File: src/rtl/reaction_round_ctrl.sv
// Reaction-time round sequencer: idle blink, pseudo-random delay, timed LED test and
// result reporting (reaction ms, false start or timeout) for the LED blinker and display.
module reaction_round_ctrl #(
  parameter int TICKS_PER_MS = 100000,
  parameter int DELAY_MIN_MS = 1000,
  parameter int DELAY_BITS   = 11,
  parameter int TIMEOUT_MS   = 9999
) (
  input  logic        clk,
  input  logic        reset,
  input  logic        start_btn,
  input  logic        react_btn,
  output logic        waiting_to_start,
  output logic        turn_on_led_for_test,
  output logic [13:0] result_ms,
  output logic        result_valid,
  output logic        false_start,
  output logic        timeout,
  output logic        round_done
);

  localparam int              PW           = (TICKS_PER_MS > 1) ? $clog2(TICKS_PER_MS) : 1;
  localparam int              MS_MAX       = 16383;
  localparam logic [PW-1:0]   PRESC_LAST   = PW'(TICKS_PER_MS - 1);
  localparam logic [13:0]     TIMEOUT_LAST = 14'(TIMEOUT_MS - 1);
  localparam logic [13:0]     TIMEOUT_VAL  = 14'(TIMEOUT_MS);
  localparam logic [13:0]     DELAY_MIN    = 14'(DELAY_MIN_MS);

  // ms_cnt is 14 bits wide and must never wrap; a zero target would underflow target-1
  generate
    if (TIMEOUT_MS > MS_MAX || TIMEOUT_MS < 1 || DELAY_MIN_MS < 1 ||
        DELAY_MIN_MS + (32'd1 << DELAY_BITS) - 32'd1 > MS_MAX) begin : g_param_check
      $error("reaction_round_ctrl: timing parameters overflow the 14-bit ms counter");
    end
  endgenerate

  typedef enum logic [1:0] {
    IDLE    = 2'd0,
    DELAY   = 2'd1,
    MEASURE = 2'd2,
    DONE    = 2'd3
  } state_t;

  function automatic logic [15:0] lfsr_step(input logic [15:0] v);
    lfsr_step = {v[14:0], v[15] ^ v[13] ^ v[12] ^ v[10]};
  endfunction

  state_t        state_r;
  logic [15:0]   lfsr_r;
  logic [PW-1:0] presc_r;
  logic [13:0]   ms_cnt_r;
  logic [13:0]   target_r;
  logic          start_q_r;
  logic          react_q_r;
  logic          start_rise_r;
  logic          react_rise_r;
  logic          ms_tick_s;
  logic [13:0]   target_last_s;

  assign ms_tick_s     = (presc_r == PRESC_LAST);
  assign target_last_s = target_r - 14'd1;

  // Button edge registers and free-running LFSR
  always_ff @(posedge clk or posedge reset) begin
    if (reset) begin
      start_q_r    <= 1'b0;
      react_q_r    <= 1'b0;
      start_rise_r <= 1'b0;
      react_rise_r <= 1'b0;
      lfsr_r       <= 16'hACE1;
    end else begin
      start_q_r    <= start_btn;
      react_q_r    <= react_btn;
      start_rise_r <= start_btn & ~start_q_r;
      react_rise_r <= react_btn & ~react_q_r;
      lfsr_r       <= lfsr_step(lfsr_r);
    end
  end

  // Round sequencer: state, ms timing and all registered outputs
  always_ff @(posedge clk or posedge reset) begin
    if (reset) begin
      state_r              <= IDLE;
      presc_r              <= {PW{1'b0}};
      ms_cnt_r             <= 14'd0;
      target_r             <= 14'd0;
      waiting_to_start     <= 1'b1;
      turn_on_led_for_test <= 1'b0;
      result_ms            <= 14'd0;
      result_valid         <= 1'b0;
      false_start          <= 1'b0;
      timeout              <= 1'b0;
      round_done           <= 1'b0;
    end else begin
      round_done <= 1'b0;
      if (ms_tick_s) begin
        presc_r  <= {PW{1'b0}};
        ms_cnt_r <= ms_cnt_r + 14'd1;
      end else begin
        presc_r  <= presc_r + PW'(1);
      end
      // Every transition below restarts the ms timebase, overriding the update above
      case (state_r)
        IDLE, DONE: begin
          if (start_rise_r) begin
            state_r          <= DELAY;
            target_r         <= DELAY_MIN + 14'(lfsr_r[DELAY_BITS-1:0]);
            presc_r          <= {PW{1'b0}};
            ms_cnt_r         <= 14'd0;
            waiting_to_start <= 1'b0;
            result_ms        <= 14'd0;
            result_valid     <= 1'b0;
            false_start      <= 1'b0;
            timeout          <= 1'b0;
          end
        end
        DELAY: begin
          if (react_rise_r) begin
            state_r     <= DONE;
            presc_r     <= {PW{1'b0}};
            ms_cnt_r    <= 14'd0;
            false_start <= 1'b1;
            round_done  <= 1'b1;
          end else if (ms_tick_s && ms_cnt_r == target_last_s) begin
            state_r              <= MEASURE;
            presc_r              <= {PW{1'b0}};
            ms_cnt_r             <= 14'd0;
            turn_on_led_for_test <= 1'b1;
          end
        end
        MEASURE: begin
          if (react_rise_r) begin
            state_r              <= DONE;
            presc_r              <= {PW{1'b0}};
            ms_cnt_r             <= 14'd0;
            turn_on_led_for_test <= 1'b0;
            result_ms            <= ms_cnt_r;
            result_valid         <= 1'b1;
            round_done           <= 1'b1;
          end else if (ms_tick_s && ms_cnt_r == TIMEOUT_LAST) begin
            state_r              <= DONE;
            presc_r              <= {PW{1'b0}};
            ms_cnt_r             <= 14'd0;
            turn_on_led_for_test <= 1'b0;
            result_ms            <= TIMEOUT_VAL;
            timeout              <= 1'b1;
            round_done           <= 1'b1;
          end
        end
        default: begin
          state_r              <= IDLE;
          waiting_to_start     <= 1'b1;
          turn_on_led_for_test <= 1'b0;
        end
      endcase
    end
  end

endmodule

File: config.mk
export PLATFORM = sky130hd
export DESIGN_NAME = reaction_round_ctrl
export DESIGN_NICKNAME = d
export VERILOG_FILES = /design/src/rtl/reaction_round_ctrl.sv
export SDC_FILE = /design/constraint.sdc
export NUM_CORES = 1
export LEC_CHECK = 0
export CORE_AREA = 2 2 92 94
export DETAILED_ROUTE_END_ITERATION = 7
export DIE_AREA = 0 0 94 96
export PLACE_DENSITY = 0.75
export SLEW_MARGIN = 20
export SYNTH_ARGS = -nofsm -noshare
export SYNTH_HDL_FRONTEND = slang
export SYNTH_SLANG_ARGS = --single-unit
File: constraint.sdc
create_clock -name clk -period 3 [get_ports clk]
set_input_delay 0.6 -clock clk [delete_from_list [all_inputs] [get_ports clk]]
set_output_delay 0.6 -clock clk [all_outputs]
set_load 0.005 [all_outputs]
==> metrics.cfg, run 1 <==
[status]
status=complete, no violations

[critical_path]
rrSetupSlack_ps=60
cp-end-kind=flip-flop
required_ps=3210
worst_ep_arrival_time_ps=3150
reg2reg_from=target_r[2]
start_kind=flip-flop
rr_endpoint=ms_cnt_r[3]
reg2reg_depth=8
path_max_fanout=7
worstSetupPathType=flip-flop to flip-flop

[final_layout]
syn_to_final_growth_pct=17.2
final_nets=487
fill_cells=702
layout-drive-gt1-share_pct=15.8
regArea_um2=2140
multi_input_area_um2=2000
finish.utilization_pct=61.8
antennaDiodeCount=0

[floorplan]
core_area_um2=8050
die_y_um=96
rows=33
initial_core_util_pct=52.8
io_pins=24
die_w_um=94
die_area_um2=9020

[placed_design]
dp_hpwl_um=6530
gp_congestion=0.804
portBuffers=23

[sta]
timing.final.crit_share_pct=98.0
relSlewSlack_pct=47.4
tightest_slew_ps=788
setup_viol=0
holdWs_ps=370
final-hold-violation-count=0
timing.fmax_mhz=340
drv_slew=0
skew_ps=16.8
fin_crit_ps=2940

[synth]
ys_async_sr_fraction_pct=100
yosys.area_share.xor_xnor_pct=9.27
ys_seq_area_share_pct=50.3
yosysWarningCount=0
yosysUniqueCellTypes=55
avgSynthCellArea_um2=9.66
synth-edff-count=0
synth_cells=440
yosys.area_share.adder_pct=2.06
synthSimpleGateAreaFrac_pct=24.0
synth_seq_cells=85
synth_area_um2=4250
synth-compound-area-share_pct=9.95
synth.area.mux_share_pct=0.471
synth_top_family_by_area=simple AND/OR/NAND/NOR gates
synthTopCellsByArea=dfrtp_1 (45%), dfstp_2 (5.6%), xor2_1 (4.9%), nand2_1 (4.8%), xnor2_1 (4.3%)
netlist.area_leader.share_pct=44.7
synth_fp_nets=451
yosys.area.top_type=dfrtp_1
synth_flop_cell=dfrtp_1

[clocking]
cts_sinks=85
h-tree-depth=3
cts_max_path_buffers=2
insertion_delay_ps=360
cts_buffers=9
cts_tree=built
cts.clk_slew.worst_paths_ps=90
cts_root_buffer=clkbuf_8
ctsHoldBuffers=0

[run]
drv_cap=0

[global_route]
grt_pass1_vias=3129
grt_pass1_wl_um=15200
grtUsageTotal_pct=21.4
antenna_found_initial=0
grt_max_degree=58
grt-ovfl-total=0

[drt]
drt-total-wl_um=9240
drc=0
firstDrtPassIters=4
routedWlPerCell_um=15.8
routed_via_density=5.60
drt_iter0_markers=194
ant_nets=0
vias=3283

[power]
vdd_drop_max_v=0.000398
leakage_nw=2.14
power.density_nw_per_um2=698

[worst_hold_path]
whs_path_depth=0
holdCritPathClass=flip-flop to flip-flop
min_delay_worst_endpoint=lfsr_r[15]
worstHoldStart=lfsr_r[14]

## cells in the final DEF (no fill, tap or decap), drive strengths merged, types with 9 or more instances in the layout
master         instances
a21oi                 18
buf                   23
clkbuf                10
clkdlybuf4s50         23
dfrtp                 76
dfstp                  9
inv                   14
nand2                 54
nand3                 14
nand4                 11
nor2                  40
nor3                  22
o21ai                 30
or3                    9
xnor2                 21
xor2                  24
## layer usage
layer / up-vias / share of wire [%] / track usage (%)
li1: 1612 / - / -
met1: 1583 / 44 / 28.0
met2: 74 / 51 / 36.5
met3: 14 / 3.5 / 3.37
met4: 0 / 1.6 / 7.61
met5: - / 0 / 0
## power breakdown
group | switching (mW) | internal [mW]
Combinational | 0.705 | 0.553
Sequential | 0.106 | 1.27
Clock | 0.440 | 0.396
## state kept, by name, summed over array words and instances (netlist names)
| name | flops |
|---|---|
| react_rise_r | 1 |
| react_q_r | 1 |
| timeout | 1 |
| start_q_r | 1 |
| round_done | 1 |
| waiting_to_start | 1 |
| presc_r | 17 |
| result_valid | 1 |
| target_r | 12 |
| result_ms | 14 |
| state_r | 2 |
| ms_cnt_r | 14 |
| false_start | 1 |
| turn_on_led_for_test | 1 |
| lfsr_r | 16 |
| start_rise_r | 1 |
## cells in the mapped netlist (9+ instances only)
library cell,count
a21oi_1,18
clkbuf_1,14
dfrtp_1,76
dfstp_2,9
inv_1,12
nand2_1,54
nand3_1,14
nand4_1,11
nor2_1,40
nor3_1,22
o21ai_0,30
or3_1,9
xnor2_1,21
xor2_1,24
## how the worst max path moves through the flow
| stage | from | end | slack (ps) |
|---|---|---|---|
| after global placement | target_r[1] | ms_cnt_r[8] | 120 |
| after global routing | target_r[1] | ms_cnt_r[8] | -50 |
| after floorplan | target_r[0] | ms_cnt_r[12] | 150 |
| final | target_r[2] | ms_cnt_r[3] | 60 |
| after CTS | target_r[1] | ms_cnt_r[2] | 20 |
| after detailed placement | target_r[1] | ms_cnt_r[2] | 9 |
## worst max-delay path: stages (launching register included)
cell	delay [ps]
dfrtp_2	460
or3_1	430
or3_1	390
a21oi_1	160
nand4_1	130
or4_4	570
a221oi_4	390
clkbuf_16	230
nor3_1	50
## cell families (layout without fill, tap and decap cells)
family	count (synthesis)	after routing
DFF	85	85
muxes	2	2
xor gates and xnor gates	45	45
adders and majority gates	7	7
and+or+nand+nor	198	198
AOI/OAI and AO/OA	69	69
buffers and inverters	34	75
## cell type report
| class | instances | share of cell area (%) |
|---|---|---|
| clock inverters | 7 | 1.63 |
| multi-input cells | 321 | 40.2 |
| repair buffers | 47 | 9.10 |
| inverters | 12 | 0.930 |
| flip-flops and latches | 85 | 43.0 |
| clock buffers | 9 | 2.49 |
| well taps | 105 | 2.64 |
## metrics by stage
step	cell area [µm²]	total power, mW	setup TNS, ps	setup slack [ps]	instances
floorplan	4250	2.16	0	149	440
global placement	4620	2.49	0	125	560
detailed placement	4620	2.52	0	9.24	560
CTS	4830	3.36	0	21.8	576
global route	4980	3.70	-290	-50.7	586
finish	4980	3.47	0	59.6	586
## timing repair
action	4_1_cts	5_1_grt
pin swaps	0	6
gates resized for setup	1	16
hold endpoints to repair	0	0
buffers inserted	0	9
cloned	0	1
endpoints found under the setup margin	6	15
No activity file was read; power rests on OpenSTA's default activity.
==> run 2, diff against run 1 <==
CORE_AREA = 2 2 118 74   (was 2 2 92 94)
DIE_AREA = 0 0 120 76   (was 0 0 94 96)
SLEW_MARGIN = unset   (was 20)
==> metrics.cfg, run 2 (synthesized netlist as in run 1, its figures left out) <==
[worst_hold_path]
whs_path_depth=0  ; unchanged
holdCritPathClass=flip-flop to flip-flop

[final_layout]
most-common-layout-cells=dfrtp_1 (73), nand2_1 (54), nor2_1 (39)
fin_area_um2=5020  ; +0.90%
layout_commonest_cell=dfrtp_1
antennaDiodeCount=0  ; unchanged
fill_cells=690  ; -1.7%
reg.largest.list=presc_r (17), lfsr_r (16)
final_nets=480  ; -1.4%
finish.utilization_pct=61.5  ; -0.31 points
largest_reg_flops=17  ; unchanged
top_register=presc_r
layout-drive-gt1-share_pct=13.5  ; -2.3 points
final_cells=586  ; unchanged
syn_to_final_growth_pct=18.2

[floorplan]
initial_core_util_pct=52.1  ; -0.74 points
die_area_um2=9120  ; +1.1%
rows=26  ; -21%
die_y_um=76  ; -21%
core_area_um2=8170  ; +1.4%
io_pins=24  ; unchanged
die_w_um=120  ; +28%

[sta]
relSlewSlack_pct=45.5  ; -1.9 points
timing.final.crit_share_pct=98.9  ; +0.85 points
fin_crit_ps=2970  ; +25.6 ps
holdWs_ps=350  ; -19.9 ps
timing.fmax_mhz=337  ; -0.86%
setup_viol=0  ; unchanged
final-hold-violation-count=0  ; unchanged
skew_ps=6.27  ; -10.6 ps
tightest_slew_ps=816  ; +28.2 ps
drv_slew=0  ; unchanged

[critical_path]
crit_slowest_cell=or4_4
reg2reg_depth=9  ; +1
path_max_fanout=7  ; unchanged
start_kind=flip-flop
required_ps=3190  ; -20 ps
worst_ep_arrival_time_ps=3150  ; about the same
cp-end-kind=flip-flop
cpPeakStageDelay_ps=580  ; about the same
path_cells=or4_4, o31a_1, nor4_1, nor3_1, or4_4, a221oi_4, buf_6, clkbuf_16, nor3_1
worstSetupPathType=flip-flop to flip-flop

[drt]
drt_iter0_markers=405  ; +110%
drt-total-wl_um=9570  ; +3.6%
vias=3362  ; +2.4%
firstDrtPassIters=5  ; +1
ant_nets=0  ; unchanged
drc=0  ; unchanged
routed_via_density=5.74  ; +2.4%
routedWlPerCell_um=16.3  ; +3.6%

[global_route]
grtUsageTotal_pct=22.5  ; +1.0 points
grt_pass1_wl_um=15800  ; +4.6%
grt-ovfl-total=0  ; unchanged
antenna_found_initial=0  ; unchanged
grt_max_degree=53  ; -8.6%
grt_pass1_vias=3192  ; +2.0%

[clocking]
h-tree-depth=3  ; unchanged
cts_buffers=9  ; unchanged
cts.clk_slew.worst_paths_ps=60  ; -30 ps
insertion_delay_ps=340  ; -20 ps
cts_max_path_buffers=2  ; unchanged
cts_tree=built
cts_sinks=85  ; unchanged
ctsHoldBuffers=0  ; unchanged
cts_root_buffer=clkbuf_16

[placed_design]
gp_congestion=0.892  ; +11%
portBuffers=23  ; unchanged
dp_hpwl_um=6630  ; +1.6%
placed_area_um2=4610  ; -0.30%
place_inst=564  ; +0.71%

[power]
vdd_drop_max_v=0.000470  ; +18%
power.density_nw_per_um2=756  ; +8.4%
leakage_nw=2.15  ; +0.33%
p_total_mw=3.80  ; +9.4%

[status]
status=complete, no violations

[run]
drv_cap=0  ; unchanged

run 2: timing repair:
action | CTS | global route
buffers inserted | 0 | 5
setup endpoints to repair | 0 | 17
gates resized for setup | 0 | 13
run 2: power by group:
| part | switching, mW | internal, mW |
|---|---|---|
| sequential | 0.120 | 1.28 |
| clock | 0.432 | 0.711 |
| combinational | 0.724 | 0.534 |
| total | 1.28 | 2.52 |
run 2: layout make-up:
cell class	instances	area [µm²]	area share, %
clock inverters	3	42.5	0.847
well taps	112	140	2.79
flip-flops and latches	85	2140	42.6
repair buffers	40	404	8.04
inverters	12	46.3	0.921
clock buffers	13	270	5.38
multi-input cells	321	1980	39.4
run 2: through the flow:
stage	setup TNS, ps	worst slack [ps]
floorplan	0	149
global placement	0	128
detailed placement	0	12.9
CTS	0	1.32
global route	-502	-59.8
finish	0	34.0
run 2: critical path: cells and delay by family (launching register included):
kind                   cells  cell delay [ps]
AO/OA/AOI/OAI              2              490
buffers and inverters      2              310
flip-flops                 1              440
AND/OR/NAND/NOR            5             1560
run 2: path summary, 6_finish.rpt:
check                             from  slack, ps           end
setup reg to reg           target_r[6]         30   ms_cnt_r[5]
min in group asynchronous        reset        620   target_r[7]
hold reg to reg             lfsr_r[14]        350    lfsr_r[15]
max in group asynchronous        reset       1720  result_ms[4]
setup / recovery           target_r[6]         30   ms_cnt_r[5]
hold / removal              lfsr_r[14]        350    lfsr_r[15]
run 2: layer usage:
layer / track usage, % / part of all wire [%]
met3: 5.76 / 6.1
met4: 8.00 / 1.3
met5: 0 / 0
met2: 31.6 / 43
met1: 33.7 / 49
